`src/rtl/sevenseg_scan_ctrl.sv`:
```
// 8-digit common-anode seven-segment scan controller, frame-synchronous commit.
// Optional leading-zero blanking: define SEVSEG_LZB_EN.
module sevenseg_scan_ctrl #(
  parameter int TICK_DIV  = 100000,
  parameter int BLANK_CYC = 16
) (
  input  logic       clk,
  input  logic       rst,
  input  logic       wr_en,
  input  logic [2:0] wr_addr,
  input  logic [3:0] wr_data,
  input  logic       wr_dp,
  output logic       wr_ready,
  input  logic       commit,
  output logic       commit_pend,
  input  logic [7:0] digit_en,
  output logic       frame_start,
  output logic [7:0] anode,
  output logic [7:0] cathode
);

  localparam int CW = (TICK_DIV > 1) ? $clog2(TICK_DIV) : 1;
  localparam logic [CW-1:0] LAST = CW'(TICK_DIV - 1);
  localparam logic [CW-1:0] BEND =
    CW'((BLANK_CYC > 0) ? BLANK_CYC - 1 : 0);

  if (TICK_DIV <= BLANK_CYC) begin : g_chk
    $error("TICK_DIV must exceed BLANK_CYC");
  end

  typedef enum logic {BLANK, DRIVE} state_t;
  localparam state_t S0 = (BLANK_CYC == 0) ? DRIVE : BLANK;

  state_t          state, state_d;
  logic [CW-1:0]   cnt, cnt_d;
  logic [2:0]      idx, idx_d;
  logic            wrap;
  logic [4:0]      shadow [8];
  logic [4:0]      active [8];
  logic [4:0]      cur;
  logic [7:0]      dark;
  logic [7:0]      seg;
  logic [7:0]      anode_d, cathode_d;

  function automatic logic [7:0] hex7(input logic [3:0] n);
    case (n)
      4'h0: hex7 = 8'hC0;
      4'h1: hex7 = 8'hF9;
      4'h2: hex7 = 8'hA4;
      4'h3: hex7 = 8'hB0;
      4'h4: hex7 = 8'h99;
      4'h5: hex7 = 8'h92;
      4'h6: hex7 = 8'h82;
      4'h7: hex7 = 8'hF8;
      4'h8: hex7 = 8'h80;
      4'h9: hex7 = 8'h90;
      4'hA: hex7 = 8'h88;
      4'hB: hex7 = 8'h83;
      4'hC: hex7 = 8'hC6;
      4'hD: hex7 = 8'hA1;
      4'hE: hex7 = 8'h86;
      4'hF: hex7 = 8'h8E;
    endcase
  endfunction

  always_ff @(posedge clk) begin
    if (rst) begin
      state <= S0;
      cnt   <= '0;
      idx   <= '0;
    end else begin
      state <= state_d;
      cnt   <= cnt_d;
      idx   <= idx_d;
    end
  end

  // cnt spans the whole slot; blanking occupies its first BLANK_CYC counts
  always_comb begin
    state_d = state;
    cnt_d   = cnt + 1'b1;
    idx_d   = idx;
    unique case (state)
      BLANK: if (cnt == BEND) state_d = DRIVE;
      DRIVE: if (cnt == LAST) begin
        cnt_d   = '0;
        idx_d   = idx + 3'd1;
        state_d = S0;
      end
    endcase
  end

  assign wrap        = (state == DRIVE) && (cnt == LAST) && (idx == 3'd7);
  assign frame_start = wrap & ~rst;
  assign wr_ready    = ~commit_pend;

  always_ff @(posedge clk) begin
    if (rst) begin
      for (int i = 0; i < 8; i++) begin
        shadow[i] <= '0;
        active[i] <= '0;
      end
      commit_pend <= 1'b0;
    end else begin
      if (wr_en && wr_ready) shadow[wr_addr] <= {wr_dp, wr_data};
      if (wrap && commit_pend) begin
        for (int i = 0; i < 8; i++) active[i] <= shadow[i];
        commit_pend <= 1'b0;
      end else if (commit) begin
        commit_pend <= 1'b1;
      end
    end
  end

`ifdef SEVSEG_LZB_EN
  logic lead;
  always_comb begin
    dark = '0;
    lead = 1'b1;
    for (int i = 7; i >= 1; i--) begin
      if (lead && active[i] == 5'd0) dark[i] = 1'b1;
      else lead = 1'b0;
    end
  end
`else
  assign dark = '0;
`endif

  always_comb begin
    cur       = active[idx];
    seg       = hex7(cur[3:0]);
    if (cur[4]) seg[7] = 1'b0;
    anode_d   = 8'hFF;
    cathode_d = 8'hFF;
    if (state == DRIVE) begin
      cathode_d = seg;
      if (digit_en[idx] && !dark[idx]) anode_d = ~(8'b1 << idx);
    end
  end

  always_ff @(posedge clk) begin
    if (rst) begin
      anode   <= 8'hFF;
      cathode <= 8'hFF;
    end else begin
      anode   <= anode_d;
      cathode <= cathode_d;
    end
  end

endmodule

```
`config.mk`:
```
export PLATFORM = sky130hd
export DESIGN_NAME = sevenseg_scan_ctrl
export DESIGN_NICKNAME = d
export VERILOG_FILES = /design/src/rtl/sevenseg_scan_ctrl.sv
export SDC_FILE = /design/constraint.sdc
export NUM_CORES = 1
export LEC_CHECK = 0
export ABC_CLOCK_PERIOD_IN_PS = 6700
export BUFFER_PORTS_ARGS = -buffer_cell sky130_fd_sc_hd__buf_2
export CORE_MARGIN = 2
export CORE_UTILIZATION = 45
export DETAILED_ROUTE_END_ITERATION = 8
export GPL_TIMING_DRIVEN = 0
export PLACE_DENSITY = 0.72
export SYNTH_ARGS = -nofsm -noshare
export SYNTH_HDL_FRONTEND = slang
export SYNTH_SLANG_ARGS = --single-unit
```
`constraint.sdc`:
```
create_clock -name clk -period 6.7 [get_ports clk]
set_input_delay 0.335 -clock clk [delete_from_list [all_inputs] [get_ports clk]]
set_output_delay 0.335 -clock clk [all_outputs]
set_load 0.01 [all_outputs]
```
After elaboration in Yosys (flattened, before gate mapping):

Memories as Yosys holds them, arrays and structs flattened. A register that Yosys moved wholly into a read port is not among the register bits.
Cells that the tools add are included.

* add/subtract/negate cells: 2
* $mul: 0
* divide/modulo/power cells: 0
* order comparisons: 1
* equality and inequality tests: 3
* shifts and indexed selects: 1
* multiplexer cells: 32
* bitwise gates (word level): 14
* reduce and logical (&&, ||, !) cells: 11

Operators with widths (count)
* two-way mux 5 bit: 9
* two-way mux 17 bit: 2
* adder 17 x 1 -> 17 bit (second input constant): 1
* == test 17 bit (second input constant): 1
* == test 17 x 4 -> 1 bit (second input constant): 1
* two-way mux 3 bit: 5
* two-way mux 1 bit: 14
* NOT 8 bit: 1
* OR 1 bit: 8
* << shifter 1 x 3 -> 8 bit (first input constant): 1
* logical AND 1 bit: 5
* OR reduction 5 bit: 1
* less-than comparator 3 x 4 -> 1 bit (second input constant): 1
* NOT 1 bit: 4
* OR reduction 2 bit: 2
* adder 3 x 1 -> 3 bit (second input constant): 1
* binary-select mux 1 bit (select 3 bit): 1
* == test 3 bit (second input constant): 1
* OR reduction 3 bit: 1
* one-hot mux 1 bit (2 select lines): 1
* AND reduction 2 bit: 1
* AND 1 bit: 1
* logical NOT 1 bit: 1

* register bits: 38
* bits in latches: 0
* bits in writable memories: 80
* memory bits (read-only): 120
* input port bits: 20
* output and inout port bits: 19
* word-level logic and storage cells: 74
* memories kept: 4

Memories
* (no name shown): depth 16, width 7, rd ports 1, clocked after memory_dff 1, write ports 0, RTL line 46 `case (n)`
* active: depth 8, width 5, rd ports 1, clocked after memory_dff 1, write ports 8, RTL line 39 `logic [4:0] active [8];`
* shadow: depth 8, width 5, rd ports 8, clocked after memory_dff 0, write ports 8, RTL line 38 `logic [4:0] shadow [8];`
* (no name shown): depth 8, width 1, rd ports 1, clocked after memory_dff 1, write ports 0, RTL line 137 `if (digit_en[idx] && !dark[idx]) anode_d = ~(8'b1 << idx);`

Logic depth before layout (Yosys ltp):

Gate-level depths: netlist (run 1).

* depth after elaboration: 8
* depth in mapped cells: 9
* gate-level depth less buffers: 8

Worst setup path after synthesis (run 1):

OpenSTA, ideal clock, no wires.

* path kind: reg2reg
* start point: reg cnt[0]
* end point: mem active[0][0] (enable)
* library setup time: 382 ps
* arrival: 2116 ps
* data required time: 6318 ps
* setup slack: 4202 ps
* stages on the path, launching flop included: 8
* buffers on the path: 1
* clock period less this slack: 2498 ps
* cells stage by stage: dfxtp_1 > ha_1 > and3_1 > nand3_1 > or4_1 > buf_2 > inv_1 > a31o_2

RTL lines
* start, declared: RTL line 35 `logic [CW-1:0] cnt, cnt_d;`
* start signal, assigned: RTL line 73 `cnt <= cnt_d;`
* end, declared: RTL line 39

==> flow_metrics.tcl, run 1 <==
set metrics [dict create \
    drv_slew 0 \
    instances_no_fill 623 \
    die_w_microns 112 \
    holdPathStages 3 \
    finalClockSkew_ns 0.0110 \
    worst_pin_slew_ns 1.01 \
    peakVddDrop_mv 0.190 \
    antenna_cells 0 \
    p_sw_frac 0.198 \
    clk_path_buf_depth 2 \
    hp-class "in2reg" \
    cts_resized 0 \
    synth_ff_type "edfxtp_1" \
    syn_inst 411 \
    grt_pass1_wl_microns 15900 \
    p_switching_uw 341 \
    min_period_ns 2.86 \
    utilization 0.539 \
    postCtsSetupBuffers 0 \
    outcome "completed" \
    startpoint_type "flip-flop" \
    async_flop_share 0 \
    cap_violations 0 \
    cts_made_buffers 17 \
    antenna_found_initial 0 \
    synth_nets 444 \
    holdBufCountCts 0 \
    final_net_count 501 \
    slew_headroom 0.329 \
    grt_max_degree 41 \
    synth_enable_flop_cells 80 \
    area_delta_synth_final_pct 17.5 \
    gp_congestion 0.784 \
    reg2reg_slack_ns 3.84 \
    syn_area_sq_um 5220 \
    tns_ns 0 \
    dpl_worst_slack_ns 3.85 \
    boundaryPins 39 \
    drc 0 \
    whs_endpoint "commit_pend" \
    ant_nets 0 \
    crit_required_ns 6.72 \
    grt_pass1_vias 3186 \
    finalHoldViolCount 0 \
    power_density_nw_per_um2 281 \
    p_comb_frac 0.034 \
    arrival_ns 2.87 \
    r2r_end "active[0][0]" \
    reg2regPathDepth 7 \
    dpl.hpwl_microns 6830 \
    synth.distinct_cells 44 \
    fin_crit_sh 0.427 \
    synth.ff_latch_count 121 \
    first_pass_iters 4 \
    vias 3156 \
    rows 39 \
    setup_ws_ns 3.84 \
    seq_area_frac_synth 0.618 \
    die-height_microns 112 \
    synth_area_per_cell_sq_um 12.7 \
    clk_pin_slew_ns 0.05 \
    cts_tree "built" \
    p_seq_frac 0.482 \
    crit_fanout 40 \
    place_inst 592 \
    gr-total-overflow 0 \
    post_drt_wl_per_cell_microns 15.4 \
    p_clk_frac 0.483 \
    layout_commonest_cell "edfxtp_1" \
    r2r_start "cnt[0]" \
    grtUsageTotal 0.166 \
    min_from "commit" \
    crit_type "reg2reg" \
    initial_core_util 0.459 \
    p_leak_uw 0.00229 \
    clkLatencyLatePin_ns 0.40 \
    die-area_sq_um 12500 \
    final_cell_mix "edfxtp_1, and2_1, buf_2, dfxtp_1, nor2_1" \
    p_int_uw 1380 \
    cts_sinks 121 \
    io_buffers 38 \
    h-tree-depth 4 \
    critPathCaptureType "flip-flop" \
    setup_viol 0 \
    ys_warn_count 0 \
    rsz0062_at_grt "false" \
    detail_route.vias_per_cell 5.07 \
    cts-root-buf "clkbuf_16" \
    drt-initial-drc-count 255 \
    drive_gt1_frac 0.196 \
    wl_microns 9580 \
    fmax_mhz 350 \
    coreArea_sq_um 11400 \
]
worst max path at each step:
stage                     startpoint           end  slack [ns]  depth (start not counted)
after floorplan               cnt[0]  active[0][0]        4.20                          7
after global placement        cnt[0]  active[0][3]        3.91                          7
after detailed placement      cnt[0]  active[4][3]        3.85                          7
after CTS                     cnt[0]  active[7][3]        3.81                          7
after global routing          cnt[0]  active[0][0]        3.59                          7
final                         cnt[0]  active[0][0]        3.84                          7
state kept, by name, summed over array words and instances, names as in the netlist, named ones only:
register     count
cathode          8
active          40
state            1
commit_pend      1
cnt             17
anode            8
shadow          40
idx              3
layer usage:
metal | track usage | share of wire
met5 | 0 | 0
met4 | 0.0626 | 0.0062
met3 | 0.0452 | 0.041
met2 | 0.265 | 0.49
met1 | 0.218 | 0.46
kinds of logic (layout without fill, tap and decap cells):
family,count (synthesis),after routing,share of synthesized area
muxes,21,21,0.0676
and+or+nand+nor,191,191,0.198
AOI/OAI and AO/OA,24,24,0.0336
DFF,121,121,0.618
adders and majority gates,13,13,0.0312
buffers and inverters,25,94,0.0252
xor gates and xnor gates,16,16,0.0269
Yosys cell counts (3+ instances only):
cell type  instances  area share
nor2b_1           12       0.014
edfxtp_1          80        0.46
xnor2_1           10       0.017
mux2i_1            6       0.012
nor3_1             8      0.0077
dfxtp_1           41        0.16
nand2_1           25       0.018
o221ai_1           4      0.0067
o21ai_0            3      0.0029
nor4_1             4      0.0048
and2_1            70       0.084
mux2_2             4      0.0086
and3_1             7      0.0084
mux4_2            10       0.043
nor2_1            34       0.024
or2_2              8      0.0096
a21oi_1            4      0.0038
xor2_1             6       0.010
buf_2              3      0.0029
nand3_1           11       0.011
nand2b_1           4      0.0048
ha_1              13       0.031
buf_6              3      0.0065
clkbuf_1           6      0.0043
inv_1             12      0.0086
final cells by class:
type                    count  area [sq um]
plain buffers              13          86.3
well taps                 143           179
fillers                   952          5240
multi-input cells         265          1860
clock buffers              20           437
repair buffers             38           190
inverters                  12          45.0
clock inverters            11           106
flip-flops and latches    121          3220
critical path, stage by stage (launching register included):
cell     delay (ns)
dfxtp_1        0.35
ha_1           0.21
and3_1         0.27
nand3_1        0.15
or4_1          0.42
buf_2          0.18
inv_1          0.08
a31o_2         0.82
power by group through the flow:
stage | Clock, uW | Combinational, uW | Sequential [uW]
finish | 832 | 59.2 | 831
detailed placement | 0 | 59.6 | 846
global route | 883 | 66.0 | 833
CTS | 849 | 60.1 | 831
floorplan | 0 | 39.3 | 841
global placement | 0 | 57.7 | 844
through the flow:
stage	hold WS, ns	area, sq um	total power, uW
final	0.221	6130	1720
after global routing	0.202	6130	1780
after CTS	0.200	6130	1740
after detailed placement	0.444	5590	905
after global placement	0.428	5590	901
after floorplan	0.417	5220	880
No activity file was read; power rests on OpenSTA's default activity.
==> inputs of run 2 (changes only) <==
--- a/config.mk
+++ b/config.mk
@@ -5,13 +5,14 @@
 export SDC_FILE = /design/constraint.sdc
 export NUM_CORES = 1
 export LEC_CHECK = 0
-export ABC_CLOCK_PERIOD_IN_PS = 6700
+export ABC_AREA = 1
+export ABC_CLOCK_PERIOD_IN_PS = 2500
 export BUFFER_PORTS_ARGS = -buffer_cell sky130_fd_sc_hd__buf_2
 export CORE_MARGIN = 2
 export CORE_UTILIZATION = 45
 export DETAILED_ROUTE_END_ITERATION = 8
 export GPL_TIMING_DRIVEN = 0
-export PLACE_DENSITY = 0.72
+export PLACE_DENSITY = 0.74
 export SYNTH_ARGS = -nofsm -noshare
 export SYNTH_HDL_FRONTEND = slang
 export SYNTH_SLANG_ARGS = --single-unit
==> constraint.sdc (replaced) <==
create_clock -name clk -period 2.5 [get_ports clk]
set_input_delay 0.125 -clock clk [delete_from_list [all_inputs] [get_ports clk]]
set_output_delay 0.125 -clock clk [all_outputs]
set_load 0.01 [all_outputs]
==> run 2 against run 1 <==
Hold slack worse by 0.054 ns. Highest routed layer unchanged. Largest power group unchanged. Clock skew is 0.0054 ns lower. Clock-buffer cell count is 3 lower. Power grew to 2.8 times the previous value. Maximum frequency is 29% higher. Flip-flop and latch count stayed put. Die area is 8.4% higher. Sequential share of layout area is 4.5 points lower.
==> flow_metrics.tcl, run 2 <==
set metrics [dict create \
    outcome "completed" \
    drive_gt1_frac 0.174 \
    grt_pass1_wl_microns 17500 \
    synth.ff_latch_count 121 \
    gp_congestion 0.866 \
    grt_pass1_vias 3750 \
    fillCellCount 1044 \
    worst_pin_slew_ns 0.657 \
    synth_area_per_cell_sq_um 9.36 \
    synth_nets 639 \
    placed_area_sq_um 6080 \
    antenna_found_initial 0 \
    vias 3989 \
    ys_warn_count 0 \
    syn_area_sq_um 5670 \
    holdPathStages 3 \
    crit_type "reg2reg" \
    drc 0 \
    die-area_sq_um 13500 \
    min_from "wr_data[2]" \
    seq_area_frac_synth 0.568 \
    rows 41 \
    gr-total-overflow 0 \
    startpoint_type "flip-flop" \
    grt_max_degree 22 \
    critPathCaptureType "flip-flop" \
    antenna_cells 0 \
    first_pass_iters 7 \
    async_flop_share 0 \
    yosys-top-cells-area "edfxtp_1, dfxtp_1, nand2_1" \
    dpl.hpwl_microns 7580 \
    slew_headroom 0.560 \
    syn_inst 606 \
    area_delta_synth_final_pct 18.1 \
    final_area_sq_um 6700 \
    synth_commonest_cells "nand2_1, nor2_1, inv_1" \
    h-tree-depth 4 \
    synth_top_area_share 0.423 \
    drt-initial-drc-count 314 \
    p_leak_uw 0.00273 \
    drv_slew 0 \
    cap_violations 0 \
    cts_sinks 121 \
    io_buffers 37 \
    layout_commonest_cell "nand2_1" \
    ant_nets 0 \
    yosysMostFrequentCell "nand2_1" \
    coreArea_sq_um 12500 \
    synth.distinct_cells 27 \
    cts_tree "built" \
    power_uw 4810 \
    crit_required_ns 2.55 \
    rsz0062_at_grt "false" \
    cts_made_buffers 17 \
    hp-class "in2reg" \
    cts-root-buf "clkbuf_16" \
    tns_ns 0 \
    synth_top_area_cell "edfxtp_1" \
    grtUsageTotal 0.168 \
    setup_viol 0 \
    whs_endpoint "shadow[0][2]" \
    power_density_nw_per_um2 718 \
    clkLatencyLatePin_ns 0.41 \
    die_w_microns 116 \
    finalHoldViolCount 0 \
    reg2regPathDepth 7 \
    min_period_ns 2.21 \
    reg2reg_slack_ns 0.29 \
    r2r_start "cnt[0]" \
    detail_route.vias_per_cell 4.70 \
    arrival_ns 2.26 \
    clk_path_buf_depth 2 \
    wl_microns 10800 \
    final_cell_mix "nand2_1, nor2_1, inv_1, edfxtp_1, nand3_1" \
    clk_pin_slew_ns 0.06 \
    final_net_count 697 \
    synth_enable_flop_cells 80 \
    post_drt_wl_per_cell_microns 12.7 \
    synth_ff_type "edfxtp_1" \
    die-height_microns 116 \
    boundaryPins 39 \
    fmax_mhz 453 \
    fin_crit_sh 0.883 \
    crit_fanout 21 \
    postCtsSetupBuffers 0 \
    finalClockSkew_ns 0.00556 \
    initial_core_util 0.455 \
    peakVddDrop_mv 0.548 \
    reg_top3 "active x40, shadow x40, cnt x17" \
    r2r_end "active[1][3]" \
]
-- run 2: layout make-up --
| class | count | area (sq um) | share of cell area |
|---|---|---|---|
| buffer | 12 | 96.3 | 0.0144 |
| clock buffer | 17 | 425 | 0.0635 |
| clock inverter | 15 | 165 | 0.0246 |
| inverter | 106 | 398 | 0.0594 |
| multi-input combinational | 368 | 1980 | 0.296 |
| sequential | 121 | 3220 | 0.481 |
| tap | 172 | 215 | 0.0321 |
| timing repair buffer | 38 | 195 | 0.0291 |
-- run 2: logic make-up (layout without fill, tap and decap cells) --
group,Yosys count,count (layout),synth area share
AOI/OAI and AO/OA,25,26,0.0243
xor gates and xnor gates,7,7,0.0108
adders and majority gates,13,13,0.0287
buffers and inverters,118,188,0.0871
DFF,121,121,0.568
and+or+nand+nor,322,322,0.281
-- run 2: how the worst max path moves through the flow --
stage	from	end	slack, ns	cells after the start
finish	cnt[0]	active[1][3]	0.29	7
global placement	cnt[0]	active[0][2]	0.009	7
global route	cnt[0]	active[1][2]	0.13	7
floorplan	cnt[0]	active[0][0]	0.32	7
detailed placement	cnt[0]	active[1][2]	-0.01	7
CTS	cnt[0]	active[6][2]	0.06	7
-- run 2: timing repair --
item	4_1_cts	5_1_grt
gates cloned	1	0
gates resized for setup	0	1
hold buffers	1	0
hold endpoints to repair	1	0
setup endpoints to repair	40	20
pin swaps	1	0
-- run 2: routing by layer --
metal	share of wire	up-vias	wire length, microns	global-route usage
li1	-	2047	-	-
met3	0.039	22	418	0.0394
met4	0.021	0	225	0.0683
met1	0.44	1818	4800	0.207
met5	0	-	0	0
met2	0.50	102	5360	0.285
-- run 2: worst max-delay path, stage by stage (launching register included) --
cell and delay, ns:
dfxtp_1 0.35, ha_1 0.19, nand2_1 0.11, nor2_4 0.15
nand3_2 0.10, nor2_4 0.12, nand3_2 0.20, o21ai_4 0.61
-- run 2: power breakdown --
part           switching, uW  leakage [uW]  internal [uW]
clock network            926      0.000277           1480
registers               22.9       0.00114           2190
logic                    134       0.00132           51.0
-- run 2: metrics by stage --
step | utilization | hold WS, ns | worst slack, ns | std cells
after global placement | 0.488 | 0.364 | 0.00915 | 815
after floorplan | - | 0.254 | 0.321 | 606
after CTS | 0.537 | 0.158 | 0.0607 | 849
after detailed placement | 0.488 | 0.373 | -0.0101 | 815
final | 0.538 | 0.167 | 0.292 | 849
after global routing | 0.538 | 0.172 | 0.134 | 849
